$ cat src/rtl/vga_timing_controller.sv
// VGA raster sequencer: shared pixel tick plus h/v counters, syncs, video qualifier and frame marker.
// Optional frame counter port enabled by defining VGA_FRAME_COUNTER_EN.
module vga_timing_controller #(
  parameter int DIV_VALUE = 1,
  parameter int H_ACTIVE  = 640,
  parameter int H_FP      = 16,
  parameter int H_SYNC    = 96,
  parameter int H_BP      = 48,
  parameter int V_ACTIVE  = 480,
  parameter int V_FP      = 10,
  parameter int V_SYNC    = 2,
  parameter int V_BP      = 33
) (
  input  logic       clk,
  input  logic       rst_n,
  input  logic       en,
  output logic       pixel_tick,
  output logic       hsync,
  output logic       vsync,
  output logic       video_on,
  output logic [9:0] pixel_x,
  output logic [9:0] pixel_y,
  output logic       frame_start
`ifdef VGA_FRAME_COUNTER_EN
  ,
  output logic [7:0] frame_count
`endif
);

  localparam int H_TOTAL = H_ACTIVE + H_FP + H_SYNC + H_BP;
  localparam int V_TOTAL = V_ACTIVE + V_FP + V_SYNC + V_BP;
  localparam int DW      = (DIV_VALUE > 0) ? $clog2(DIV_VALUE + 1) : 1;

  localparam logic [DW-1:0] DIV_MAX   = DW'(DIV_VALUE);
  localparam logic [9:0]    H_LAST    = 10'(H_TOTAL - 1);
  localparam logic [9:0]    V_LAST    = 10'(V_TOTAL - 1);
  localparam logic [9:0]    H_ACT     = 10'(H_ACTIVE);
  localparam logic [9:0]    V_ACT     = 10'(V_ACTIVE);
  localparam logic [9:0]    H_SYNC_LO = 10'(H_ACTIVE + H_FP);
  localparam logic [9:0]    H_SYNC_HI = 10'(H_ACTIVE + H_FP + H_SYNC - 1);
  localparam logic [9:0]    V_SYNC_LO = 10'(V_ACTIVE + V_FP);
  localparam logic [9:0]    V_SYNC_HI = 10'(V_ACTIVE + V_FP + V_SYNC - 1);

  typedef enum logic {IDLE, RUN} state_t;

  state_t        state;
  logic [DW-1:0] div_cnt;
  logic [9:0]    h_cnt, v_cnt;
  logic          fs_q;
  logic          run, tick, h_wrap, v_wrap;

  assign run    = (state == RUN);
  assign tick   = run && (div_cnt == DIV_MAX);
  assign h_wrap = (h_cnt == H_LAST);
  assign v_wrap = (v_cnt == V_LAST);

  always_ff @(posedge clk or negedge rst_n) begin
    if (!rst_n) begin
      state   <= IDLE;
      div_cnt <= '0;
      h_cnt   <= '0;
      v_cnt   <= '0;
      fs_q    <= 1'b0;
    end else begin
      case (state)
        IDLE: begin
          div_cnt <= '0;
          h_cnt   <= '0;
          v_cnt   <= '0;
          fs_q    <= en;
          if (en) state <= RUN;
        end
        RUN: begin
          if (!en) begin
            // dropping en mid-frame abandons the raster; restart is always at (0,0)
            state   <= IDLE;
            div_cnt <= '0;
            h_cnt   <= '0;
            v_cnt   <= '0;
            fs_q    <= 1'b0;
          end else begin
            fs_q    <= 1'b0;
            div_cnt <= (div_cnt == DIV_MAX) ? '0 : div_cnt + DW'(1);
            if (tick) begin
              if (h_wrap) begin
                h_cnt <= '0;
                if (v_wrap) begin
                  v_cnt <= '0;
                  fs_q  <= 1'b1;
                end else begin
                  v_cnt <= v_cnt + 10'd1;
                end
              end else begin
                h_cnt <= h_cnt + 10'd1;
              end
            end
          end
        end
        default: state <= IDLE;
      endcase
    end
  end

`ifdef VGA_FRAME_COUNTER_EN
  always_ff @(posedge clk or negedge rst_n) begin
    if (!rst_n)
      frame_count <= '0;
    else if (en && tick && h_wrap && v_wrap)
      frame_count <= frame_count + 8'd1;
  end
`endif

  // every output is decoded from the same registers, so all change on one edge
  assign pixel_tick  = tick;
  assign hsync       = !(run && h_cnt >= H_SYNC_LO && h_cnt <= H_SYNC_HI);
  assign vsync       = !(run && v_cnt >= V_SYNC_LO && v_cnt <= V_SYNC_HI);
  assign video_on    = run && (h_cnt < H_ACT) && (v_cnt < V_ACT);
  assign pixel_x     = h_cnt;
  assign pixel_y     = v_cnt;
  assign frame_start = fs_q;

endmodule

$ cat config.mk
export PLATFORM = sky130hd
export DESIGN_NAME = vga_timing_controller
export DESIGN_NICKNAME = d
export VERILOG_FILES = /design/src/rtl/vga_timing_controller.sv
export SDC_FILE = /design/constraint.sdc
export NUM_CORES = 1
export LEC_CHECK = 0
export CAP_MARGIN = 20
export CELL_PAD_IN_SITES_DETAIL_PLACEMENT = 0
export CELL_PAD_IN_SITES_GLOBAL_PLACEMENT = 1
export CORE_ASPECT_RATIO = 1.1
export CORE_MARGIN = 1
export CORE_UTILIZATION = 36
export CTS_BUF_LIST = sky130_fd_sc_hd__clkbuf_4 sky130_fd_sc_hd__clkbuf_8
export DETAILED_ROUTE_END_ITERATION = 16
export GPL_ROUTABILITY_DRIVEN = 0
export GPL_TIMING_DRIVEN = 0
export PLACE_DENSITY_LB_ADDON = 0.1
export SLEW_MARGIN = 20
export SYNTH_ARGS = -nofsm -noshare
export SYNTH_HDL_FRONTEND = slang
export SYNTH_SLANG_ARGS = --single-unit
$ cat constraint.sdc
create_clock -name clk -period 1.6 [get_ports clk]
set_input_delay 0.16 -clock clk [delete_from_list [all_inputs] [get_ports clk]]
set_output_delay 0.16 -clock clk [all_outputs]
set_load 0.03 [all_outputs]
## After elaboration in Yosys (flattened, before gate mapping)

Cells that the tools add are included.

| cells by class | value |
|---|---|
| add/sub/neg operators | 3 |
| magnitude comparators | 6 |
| eq/ne operators | 4 |
| mux-type cells | 18 |
| bitwise operators | 1 |
| reduce and logical (&&, ||, !) cells | 10 |

Operator list:

| cell | count |
|---|---|
| $mux W10 | 7 |
| $pmux W10 S2 | 2 |
| $add A10 B1 Y10 const B | 2 |
| $eq A10 B10 Y1 const B | 2 |
| $ge A10 B10 Y1 const B | 1 |
| $ge A10 B9 Y1 const B | 1 |
| $le A10 B10 Y1 const B | 1 |
| $le A10 B9 Y1 const B | 1 |
| $lt A10 B10 Y1 const B | 1 |
| $lt A10 B9 Y1 const B | 1 |
| $logic_and A1 B1 Y1 | 7 |
| $mux W1 | 7 |
| $pmux W1 S2 | 2 |
| $ne A3 B2 Y1 const B | 1 |
| $ne A3 B3 Y1 const B | 1 |
| $logic_not A1 Y1 | 2 |
| $reduce_and A2 Y1 | 1 |
| $add A1 B1 Y1 const B | 1 |
| $not A1 Y1 | 1 |

| word-level totals | value |
|---|---|
| register bits after elaboration | 23 |
| input bits | 3 |
| output and inout port bits | 25 |
| word-level logic and storage cells | 47 |

## Depth between registers and ports, before layout

| depth | value |
|---|---|
| depth after elaboration | 6 |
| depth in mapped cells | 6 |
| mapped depth without buffers | 6 |

## Worst setup path after synthesis

OpenSTA, ideal clock, no wires.

| path | value |
|---|---|
| path type | flip-flop to output port |
| from | register v_cnt[5], in the netlist pixel_y[5] |
| to | output port video_on |
| arrival time | 1.799 ns |
| data required time | 1.440 ns |
| slack | -0.359 ns |
| cell stages (with the launch flop) | 3 |
| cell sequence | dfrtp_1 > and4_1 > nor4bb_1 |

| on the way | value |
|---|---|
| cells in the longest elaborated chain, start to end | 2 |

Ends and longest elaborated chain:

| item | line | text |
|---|---|---|
| start: declaration | 48 | `logic [9:0] h_cnt, v_cnt;` |
| start signal: assignment | 91 | `v_cnt <= v_cnt + 10'd1;` |
| $lt A10 B9 Y1 | 117 | `assign video_on = run && (h_cnt < H_ACT) && (v_cnt < V_ACT);` |
| $logic_and A1 B1 Y1 | 117 |  |
| end: declaration | 20 | `output logic video_on,` |

No other way between the ends.

## Final worst setup path

| path | value |
|---|---|
| from | register h_cnt[5], in the netlist pixel_x[5] |
| to | register v_cnt[6], in the netlist pixel_y[6] |

| on the way | value |
|---|---|
| cells in the longest elaborated chain, start to end | 3 |

Ends and longest elaborated chain:

| item | line | text |
|---|---|---|
| start: declaration | 48 |  |
| start signal: assignment | 94 | `h_cnt <= h_cnt + 10'd1;` |
| $eq A10 B10 Y1 | 54 | `assign h_wrap = (h_cnt == H_LAST);` |
| $ne A3 B2 Y1 (no line) | n/a |  |
| $reduce_and A2 Y1 (no line) | n/a |  |

No other way between the ends.
A chain may end at the register's enable or synchronous reset.

==> metrics <==
status finished with violations; failing checks setup timing; asr flop ratio synth between 90% and 100%; drt pass-1 iters 4; crit path kind flip-flop to flip-flop; pre-CTS setup slack -0.289 ns; DIE AREA approximately 0.0041 sq mm; syn avg cell area about 9.4 sq um; die width around 61 microns; Final Skew between 0.002 and 0.0025 ns; synthesized flop and latch total 23; Worst-Skew Late Latency ~0.27 ns; initial antenna violation count 0; Syn-to-layout area delta 49.6%; Worst-Margin Slew roughly 0.65 ns; cts bufs inserted 3; syn_nets between 150 and 200; Initial DRC Count 36; total gr overflow 0; Routed wire per std cell between 15 and 20 microns; Final Cycle Share 108%; CP Buf/Inv Count 1; ANT cells 0; P per Cell Area slightly above 500 mW/mm^2; Final Hold Fails 0; CP top delay family simple AND/OR/NAND/NOR gates; IO Count 28; CORE AREA approximately 0.0037 sq mm; minimum clock period roughly 1.7 ns; top post-synthesis cells by count dfrtp_1 (23), nand2_1 (17), inv_1 (9); Synth area leaders dfrtp_1 (42%), nand2_1 (4.7%), ha_1 (4.6%); # clock sinks 23; vias in the first global route ~1,300; Worst R2R Path Depth 5; reg-to-reg endpoint pixel_y[6]; Worst Hold Class input pin to asynchronous set/reset pin; worst reg2reg path startpoint pixel_x[5]; first-pass GRT wire length roughly 6000 microns; crit path cell chain buf_6 > nor4bb_2 > nand4b_1 > or4_1 > a21oi_2; Synth Instances between 100 and 150; hold slack 0.278 ns; drt drc 0; slowest stage delay, CP roughly 0.53 ns; Slew Viols, Final 0; FF-to-FF setup slack -0.12 ns; share of cells above drive strength 1 between 30% and 40%; fin util between 50% and 60%; DP HPWL between 2000 and 3000 microns; clock slew at reported path FFs about 0.09 ns; most frequent cell after synthesis dfrtp_1; Ys Warns 0; setup_tns -0.650 ns; CTS root buffer clkbuf_8; leak pwr 0.889 nW; slowest cell on the critical path or4_1; TritonCTS clock tree built; crit path to pixel_y[6]; dominant register cell in the synthesized netlist dfrtp_1; cts hold-fix bufs 0; via/cell ratio ~5.3; Post-synth EDFFs 0; Worst VDD drop about 0.3 mV; I/O Buffers 27; CP endpoint kind flip-flop; Die Span Y between 60 and 70 microns; DRT Wirelength approximately 3800 microns; total track usage between 20% and 30%; power after layout 1.06 mW; CP Launch Point pixel_x[5]; cell taking the most area after synthesis dfrtp_1; Max Freq ~580 MHz; share of the synthesized area in the top cell type approximately 42%; H-Tree Depth 1; sequential element share of the synthesized area a little over two fifths; Final WS setup -0.123 ns; CP Depth 5; Starting Density roughly 37%; via count roughly 1,300; critical path launch point type flip-flop; Slew HR a little under three fifths; WP data arrival between 1.5 and 2 ns; # nets final 200; clk buf depth 2; num rows 23; largest net degree at the start of global routing 14; CP Max Fanout 5; endpoints failing setup 11; post-synth cell types 42; Max Cap Viol 0; CP required between 1.5 and 2 ns; ANT nets after route 0; mapped cell area approximately 0.0014 sq mm; RSZ-0062 raised after global routing yes
-- placed cells by master (no fill, tap or decap), types with 5 or more instances in the layout --
cell	instances
buf_4	16
nand2_1	16
dfrtp_1	12
dfrtp_2	11
clkdlybuf4s50_1	10
dlygate4sd2_1	10
nor2_1	8
inv_1	7
nand3_1	7
xnor2_1	5
-- cell type report --
cell class                      instances  area, sq um
Buffer                                  4         36.3
Clock buffer                            3         41.3
Clock inverter                          1         5.00
Fill cell                             350         1610
Inverter                                9         33.8
Multi-Input combinational cell        109          900
Sequential cell                        23          589
Tap cell                               50         62.6
Timing Repair Buffer                   42          382
-- flip-flops by register name (all words and copies together), names as in the netlist --
register,flops
div_cnt,1
frame_start,1
pixel_y,10
run,1
pixel_x,10
-- where the power goes --
part           internal [mW]  total [mW]  leakage [nW]  switching [mW]
Combinational         0.0288      0.0806         0.564          0.0518
Sequential             0.586       0.592         0.299         0.00655
Clock                  0.175       0.384        0.0255           0.210
Total                  0.789        1.06         0.889           0.268
-- through the flow --
stage / area [sq um] / instances
after floorplan: 1420 / 146
after global placement: 1750 / 223
after detailed placement: 1770 / 224
after CTS: 1930 / 238
after global routing: 2050 / 241
final: 2050 / 241
-- cell families (layout without fill, tap and decap cells) --
| logic type | count (synthesis) | after routing | synth area share (%) |
|---|---|---|---|
| buffers and inverters | 14 | 59 | 4.93 |
| DFF | 23 | 23 | 42.0 |
| and+or+nand+nor | 71 | 71 | 31.0 |
| adders and majority gates | 5 | 5 | 4.57 |
| muxes | 3 | 3 | 2.28 |
| AOI/OAI and AO/OA | 23 | 23 | 10.8 |
| xor gates and xnor gates | 7 | 7 | 4.47 |
-- worst min-delay path by stage --
stage                     slack [ns]  cells after the start    endpoint       start
after floorplan                -0.14                      0     div_cnt       rst_n
after global placement          0.54                      1  pixel_x[8]  pixel_x[8]
after detailed placement        0.54                      1  pixel_x[8]  pixel_x[8]
after CTS                       0.30                      1  pixel_y[4]       rst_n
after global routing            0.31                      1  pixel_y[7]       rst_n
final                           0.28                      1  pixel_y[7]       rst_n
-- layer usage --
| layer | GRT usage (%) | share of wire (%) |
|---|---|---|
| met5 | 0 | 0 |
| met4 | 8.52 | 1.2 |
| met3 | 2.91 | 2.5 |
| met2 | 35.4 | 52 |
| met1 | 25.0 | 44 |
-- timing repair --
action                                  CTS  global route
gates resized for setup                  41            23
cloned                                    1             0
endpoints found under the setup margin   22            23
pin swaps                                 6             9
setup buffers                            10             3
(Power assumes the default switching activity.)
